## src/rtl/serializer_with_counter_pkg.sv

```systemverilog
// Shared FSM encodings, width helper and default geometry for the frame serializer.
// Pure declarations: no logic, no latency, no flow control.
package serializer_pkg;

  localparam logic [2:0] IDLE  = 3'd0;
  localparam logic [2:0] LOAD  = 3'd1;
  localparam logic [2:0] START = 3'd2;
  localparam logic [2:0] SHIFT = 3'd3;
  localparam logic [2:0] STOP  = 3'd4;

  function automatic int clog2(input int value);
    int r;
    r = 0;
    for (int i = 0; i < 31; i++) begin
      if ((1 << i) < value) r = i + 1;
    end
    return r;
  endfunction

  localparam int DEF_DATA_LENGTH = 16;
  localparam int DEF_WORD_SIZE   = 8;
  localparam int DEF_WORDS       = DEF_DATA_LENGTH / DEF_WORD_SIZE;
  localparam int DEF_BIT_CNT_W   = clog2(DEF_WORD_SIZE) + 1;
  localparam int DEF_WORD_CNT_W  = clog2(DEF_WORDS) + 1;

endpackage

```

## src/rtl/serializer_with_counter_if.sv

```systemverilog
// Word-side handshake plus serial-line status bundle between producer and serializer.
// Wires only; the word_valid/word_ready pair carries the backpressure.
interface serializer_with_counter_if #(
  parameter int WORD_SIZE = 8
);
  logic                 start;
  logic [WORD_SIZE-1:0] data_in;
  logic                 word_valid;
  logic                 word_ready;
  logic                 serial_out;
  logic                 busy;
  logic                 RCO;
  logic                 done;
  logic                 underrun;

  modport master (
    output start, data_in, word_valid,
    input  word_ready, serial_out, busy, RCO, done, underrun
  );

  modport slave (
    input  start, data_in, word_valid,
    output word_ready, serial_out, busy, RCO, done, underrun
  );
endinterface

```

## src/rtl/serializer_with_counter_word_holding_buffer.sv

```systemverilog
// One-entry word register with full flag; rd_dat bypasses to wr_dat while empty.
// Write lands next edge when empty; writes while full are dropped (caller gates ready).
module word_holding_buffer
  import serializer_pkg::*;
#(
  parameter int WIDTH = 8
) (
  input  logic             clock,
  input  logic             reset_n,
  input  logic             flush,
  input  logic             wr_vld,
  input  logic [WIDTH-1:0] wr_dat,
  input  logic             take,
  output logic             full,
  output logic [WIDTH-1:0] rd_dat
);

  logic             full_q, full_d;
  logic [WIDTH-1:0] dat_q, dat_d;

  always_comb begin
    full_d = full_q;
    dat_d  = dat_q;
    if (flush) begin
      full_d = 1'b0;
    end else if (take && full_q) begin
      full_d = 1'b0;
    end else if (wr_vld && !full_q) begin
      full_d = 1'b1;
      dat_d  = wr_dat;
    end
  end

  always_ff @(posedge clock or negedge reset_n) begin
    if (!reset_n) begin
      full_q <= 1'b0;
      dat_q  <= '0;
    end else begin
      full_q <= full_d;
      dat_q  <= dat_d;
    end
  end

  assign full   = full_q;
  assign rd_dat = full_q ? dat_q : wr_dat;

endmodule

```

## src/rtl/serializer_with_counter.sv

```systemverilog
// Frame serializer: start bit, DATA_LENGTH bits LSB-first from WORD_SIZE words, stop cycle.
// Start bit one cycle after first-word handshake; an empty buffer at a word boundary aborts the frame.
module serializer_with_counter
  import serializer_pkg::*;
#(
  parameter int   DATA_LENGTH = 16,
  parameter int   WORD_SIZE   = 8,
  parameter logic START_BIT   = 1'b0,
  parameter logic IDLE_BIT    = 1'b1
) (
  input  logic                      clock,
  input  logic                      reset_n,
  serializer_with_counter_if.slave  bus
);

  localparam int WORDS      = DATA_LENGTH / WORD_SIZE;
  localparam int BIT_CNT_W  = clog2(WORD_SIZE) + 1;
  localparam int WORD_CNT_W = clog2(WORDS) + 1;

  logic [2:0]            state_q, state_d;
  logic [WORD_SIZE-1:0]  sreg_q, sreg_d;
  logic [BIT_CNT_W-1:0]  bit_cnt_q, bit_cnt_d;
  logic [WORD_CNT_W-1:0] word_cnt_q, word_cnt_d;
  logic                  serial_q, serial_d;

  logic                  word_ready;
  logic                  hs;
  logic                  last_bit;
  logic                  more_words;
  logic                  boundary;
  logic                  bypass;
  logic                  buf_take;
  logic                  buf_wr;
  logic                  buf_full;
  logic                  underrun;
  logic [WORD_SIZE-1:0]  next_word;

  always_comb begin
    word_ready = 1'b0;
    case (state_q)
      LOAD:          word_ready = 1'b1;
      START, SHIFT:  word_ready = !buf_full;
      default:       word_ready = 1'b0;
    endcase
  end

  assign hs         = bus.word_valid && word_ready;
  assign last_bit   = (state_q == SHIFT) && (bit_cnt_q == BIT_CNT_W'(WORD_SIZE - 1));
  assign more_words = (word_cnt_q != WORD_CNT_W'(WORDS - 1));
  assign boundary   = last_bit && more_words;
  assign bypass     = boundary && !buf_full && hs;
  assign buf_take   = boundary && buf_full;
  assign underrun   = boundary && !buf_full && !hs;
  // A handshake at the boundary with an empty buffer feeds the shifter directly, never the buffer.
  assign buf_wr     = hs && ((state_q == START) || (state_q == SHIFT)) && !bypass;

  word_holding_buffer #(
    .WIDTH (WORD_SIZE)
  ) u_buf (
    .clock   (clock),
    .reset_n (reset_n),
    .flush   (underrun),
    .wr_vld  (buf_wr),
    .wr_dat  (bus.data_in),
    .take    (buf_take),
    .full    (buf_full),
    .rd_dat  (next_word)
  );

  // serial_q is one bit behind sreg_q: each cycle decides the level shown on the next.
  always_comb begin
    state_d    = state_q;
    sreg_d     = sreg_q;
    bit_cnt_d  = bit_cnt_q;
    word_cnt_d = word_cnt_q;
    serial_d   = IDLE_BIT;
    case (state_q)
      IDLE: begin
        bit_cnt_d  = '0;
        word_cnt_d = '0;
        if (bus.start) state_d = LOAD;
      end
      LOAD: begin
        if (hs) begin
          sreg_d   = bus.data_in;
          serial_d = START_BIT;
          state_d  = START;
        end
      end
      START: begin
        serial_d   = sreg_q[0];
        sreg_d     = sreg_q >> 1;
        bit_cnt_d  = '0;
        word_cnt_d = '0;
        state_d    = SHIFT;
      end
      SHIFT: begin
        if (!last_bit) begin
          serial_d  = sreg_q[0];
          sreg_d    = sreg_q >> 1;
          bit_cnt_d = bit_cnt_q + 1'b1;
        end else if (!more_words) begin
          state_d = STOP;
        end else if (buf_full || hs) begin
          serial_d   = next_word[0];
          sreg_d     = next_word >> 1;
          bit_cnt_d  = '0;
          word_cnt_d = word_cnt_q + 1'b1;
        end else begin
          state_d = IDLE;
        end
      end
      STOP:    state_d = IDLE;
      default: state_d = IDLE;
    endcase
  end

  always_ff @(posedge clock or negedge reset_n) begin
    if (!reset_n) begin
      state_q    <= IDLE;
      sreg_q     <= '0;
      bit_cnt_q  <= '0;
      word_cnt_q <= '0;
      serial_q   <= IDLE_BIT;
    end else begin
      state_q    <= state_d;
      sreg_q     <= sreg_d;
      bit_cnt_q  <= bit_cnt_d;
      word_cnt_q <= word_cnt_d;
      serial_q   <= serial_d;
    end
  end

  assign bus.word_ready = word_ready;
  assign bus.serial_out = serial_q;
  assign bus.busy       = (state_q != IDLE) || bus.start;
  assign bus.RCO        = last_bit;
  assign bus.done       = (state_q == STOP);
  assign bus.underrun   = underrun;

endmodule

```

## src/flat_wrapper.sv

```systemverilog
// flat-port wrapper written by rule: the top's interface ports become plain ports
module serializer_with_counter_flat import serializer_pkg::*;
#(
  parameter int   DATA_LENGTH = 16,
  parameter int   WORD_SIZE   = 8,
  parameter logic START_BIT   = 1'b0,
  parameter logic IDLE_BIT    = 1'b1
)
  (clock, reset_n, bus_start, bus_data_in, bus_word_valid, bus_word_ready, bus_serial_out, bus_busy, bus_RCO, bus_done, bus_underrun);
  serializer_with_counter_if #(.WORD_SIZE(WORD_SIZE)) bus_i ();
  input  logic clock;
  input  logic reset_n;
  input wire logic [$bits(bus_i.start)-1:0] bus_start;
  input wire logic [$bits(bus_i.data_in)-1:0] bus_data_in;
  input wire logic [$bits(bus_i.word_valid)-1:0] bus_word_valid;
  output wire logic [$bits(bus_i.word_ready)-1:0] bus_word_ready;
  output wire logic [$bits(bus_i.serial_out)-1:0] bus_serial_out;
  output wire logic [$bits(bus_i.busy)-1:0] bus_busy;
  output wire logic [$bits(bus_i.RCO)-1:0] bus_RCO;
  output wire logic [$bits(bus_i.done)-1:0] bus_done;
  output wire logic [$bits(bus_i.underrun)-1:0] bus_underrun;
  assign bus_i.start = bus_start;
  assign bus_i.data_in = bus_data_in;
  assign bus_i.word_valid = bus_word_valid;
  assign bus_word_ready = bus_i.word_ready;
  assign bus_serial_out = bus_i.serial_out;
  assign bus_busy = bus_i.busy;
  assign bus_RCO = bus_i.RCO;
  assign bus_done = bus_i.done;
  assign bus_underrun = bus_i.underrun;
  serializer_with_counter #(.DATA_LENGTH(DATA_LENGTH), .WORD_SIZE(WORD_SIZE), .START_BIT(START_BIT), .IDLE_BIT(IDLE_BIT)) u_core (.clock(clock), .reset_n(reset_n), .bus(bus_i));
endmodule
```

## config.mk

```make
export PLATFORM = sky130hd
export DESIGN_NAME = serializer_with_counter_flat
export DESIGN_NICKNAME = d
export VERILOG_FILES = /design/src/rtl/serializer_with_counter_pkg.sv /design/src/rtl/serializer_with_counter_if.sv /design/src/rtl/serializer_with_counter_word_holding_buffer.sv /design/src/rtl/serializer_with_counter.sv /design/src/flat_wrapper.sv
export SDC_FILE = /design/constraint.sdc
export NUM_CORES = 1
export LEC_CHECK = 0
export CORE_ASPECT_RATIO = 0.6
export CORE_MARGIN = 5
export CORE_UTILIZATION = 49
export CTS_CLUSTER_DIAMETER = 60
export CTS_CLUSTER_SIZE = 10
export DETAILED_ROUTE_END_ITERATION = 7
export GPL_TIMING_DRIVEN = 0
export PLACE_DENSITY = 0.74
export RECOVER_POWER = 50
export REMOVE_ABC_BUFFERS = 1
export SLEW_MARGIN = 25
export SYNTH_ARGS = -nofsm -noshare
export SYNTH_HDL_FRONTEND = slang
export SYNTH_SLANG_ARGS = --single-unit
```

## constraint.sdc

```tcl
create_clock -name clock -period 1.8 [get_ports clock]
set_input_delay 0.54 -clock clock [delete_from_list [all_inputs] [get_ports clock]]
set_output_delay 0.54 -clock clock [all_outputs]
set_load 0.02 [all_outputs]
```

==> results.toml <==
[clocking]
ctsLongestPathBuffers = 2
hold_buffers = 0
cts_buffers = 3
cts_max_level = 1
cts_root_buf = "clkbuf_8"
clk_pin_slew_ps = 90
clock_latency_ps = 280
cts_sinks = 27
cts_tree = "yes"

[drt]
num_vias = 1332
dr.first_iter.drc_count = 119
drtAntennaViolNets = 0
wl_mm = 4.137
first_pass_iters = 4
wire_per_inst_um = 17.83
drt-vias-per-instance = 5.741
remaining_drc_errors = 0

[timing]
setup_violations = 22
fin_skew_ps = 8.440
layout_min_cycle_time_ps = 2090
max_freq_mhz = 478.5
timing.hold.ws_ps = 499.8
slew_viol_final = 0
setup_slack_ps = -290.1
finalHoldViolCount = 0
rsz0062_at_grt = "true"
maxSlewHeadroom_pct = 4.524
worst_pin_slew_ps = 1432
fin_crit_sh_pct = 116.1

[place]
place_area_mm2 = 0.001700
portBuffers = 17
dp_hpwl_mm = 2.198
gp_congestion = 0.8531

[critical_path]
crit_chain = "o21ba_4 > a2111oi_4 > buf_4"
end_kind = "primary output"
slowest_delay_ps = 470
startpoint_type = "flop"
required_ps = 1260
crit_family = "compound AO/OA/AOI/OAI gates"
cpMaxStageDelayCell = "dfrtp_2"
path_max_fanout = 5
path_buf_inv = 1
criticalPathCategory = "reg2out"
reg2reg_from = "u_core.state_q[2]"
crit_arrival_ps = 1550
worstSetupStartpoint = "u_core.state_q[0]"

[finish]
antenna_cells = 0
area_delta_synth_final_pct = 42.48
final_core_util_pct = 74.53
final_nets = 205
final_area_mm2 = 0.002182
drive_gt1_share_pct = 48.95

[synth]
ys_seq_elements = 27
synth-warning-count = 0
synth_flop_cell = "dfrtp_1"
yosysTopAreaCell = "dfrtp_1"
async_flop_share_pct = 100.0
seq_area_frac_synth_pct = 44.20
synth_common_cells = "26 x dfrtp_1, 23 x mux2_2, 13 x nand2_1, 12 x o21ai_0, 9 x mux2i_1"
yosysTopAreaCellShare_pct = 42.48
netlist_instances = 143
synth_edf_count = 0
post_synth.cell_area_avg_um2 = 10.71
synth_area_leaders = "dfrtp_1 42%, mux2_2 17%, mux2i_1 5.9%, o21ai_0 3.9%, nand2_1 3.2%"
synth_area_mm2 = 0.001531
synth_most_common_cell = "dfrtp_1"
synth.distinct_cells = 39

[floorplan]
io_pins = 18
fp.dieH_um = 53.31
die_x_um = 82.18
start_util_pct = 52.31
die_area_mm2 = 0.004380
rows = 15
design.core.area_mm2 = 0.002928

[global_routing]
grt_max_degree = 28
overflow = 0
grt_pass1_wl_mm = 5.816
grt_pass1_vias = 1254
track_usage_pct = 18.05
grt_antenna_before_repair = 0

[run]
maxCapViolCount = 0

[pwr]
power_density_mw_per_mm2 = 1131
vdd_drop_max_v = 0.0006859
p_leak_nw = 0.9783

[run_status]
violations = "negative setup slack"
status = "complete, but fails checks"

[hold_path]
worstHoldPathType = "reg2reg"
min-delay-start = "u_core.word_cnt_q[0]"
[cell families (layout without fill, tap and decap cells)]
kind of cell | Yosys count | in the layout | share of synthesized area (%)
compound gates | 34 | 34 | 15.03
mux | 32 | 32 | 22.79
fa+ha+maj | 2 | 2 | 1.634
flops | 27 | 27 | 44.20
simple gates | 34 | 34 | 11.93
buf+inv | 14 | 61 | 4.411
[through the flow]
step	setup TNS, ps	std cells	power, mW	worst slack (ps)
after global routing	-4813	232	2.625	-320.2
final	-3298	232	2.469	-290.1
after CTS	-3300	214	2.280	-249.4
after global placement	-16920	193	1.741	-943.3
after floorplan	-837.6	134	1.559	-708.6
after detailed placement	-11700	193	1.803	-956.8
[per-layer routing]
metal  GRT usage, %  vias up  part of all wire (%)
met3          4.762       12                   3.9
met5              0        -                     0
li1               -      620                     -
met4          6.354        0                   2.3
met1          23.27      657                    45
met2          29.22       43                    48
[final cells by class]
class | instances | area, um^2
clock buffer | 4 | 45.04
fill | 184 | 745.7
inverter | 5 | 18.77
multi-input combinational | 102 | 912.1
sequential | 27 | 681.9
tap | 42 | 52.55
timing repair buffer | 52 | 471.7
[cells in the final DEF (no fill, tap or decap), drive strengths merged, types with 2 or more instances in the layout]
cell type,n
buf,40
and3b,2
nor3,4
a21oi,7
nand2,13
o31ai,2
clkbuf,5
mux2,23
o21ai,12
nand3b,2
nand3,2
mux2i,9
nor2,2
dfrtp,26
clkdlybuf4s50,8
inv,5
o21ba,2
ha,2
o211ai,3
dlygate4sd2,3
[flip-flops by register name, summed over array words and instances (netlist names)]
signal,count
u_core.u_buf.dat_q,8
u_core.bus.serial_out,1
u_core.u_buf.full,1
u_core.sreg_q,8
u_core.bit_cnt_q,4
u_core.state_q,3
u_core.word_cnt_q,2
[report_power, final]
part	switching (mW)	internal, mW
Combinational	0.497	0.619
Sequential	0.182	0.821
Clock	0.190	0.159
Total	0.869	1.60
[final timing paths]
check	endpoint	slack, ps	depth (start not counted)
setup / recovery	bus_underrun	-290	3
hold / removal	u_core.word_cnt_q[0]	500	1
setup reg to reg	u_core.sreg_q[0]	-200	8
hold reg to reg	u_core.word_cnt_q[0]	500	1
max in group asynchronous	u_core.state_q[2]	280	1
min in group asynchronous	u_core.u_buf.dat_q[0]	580	1
[what timing repair did]
item	CTS	global route
setup buffers	17	18
resized for setup	52	32
hold endpoints to repair	0	0
endpoints found under the setup margin	24	24
pin swaps	4	5
No activity file was read; power rests on OpenSTA's default activity.
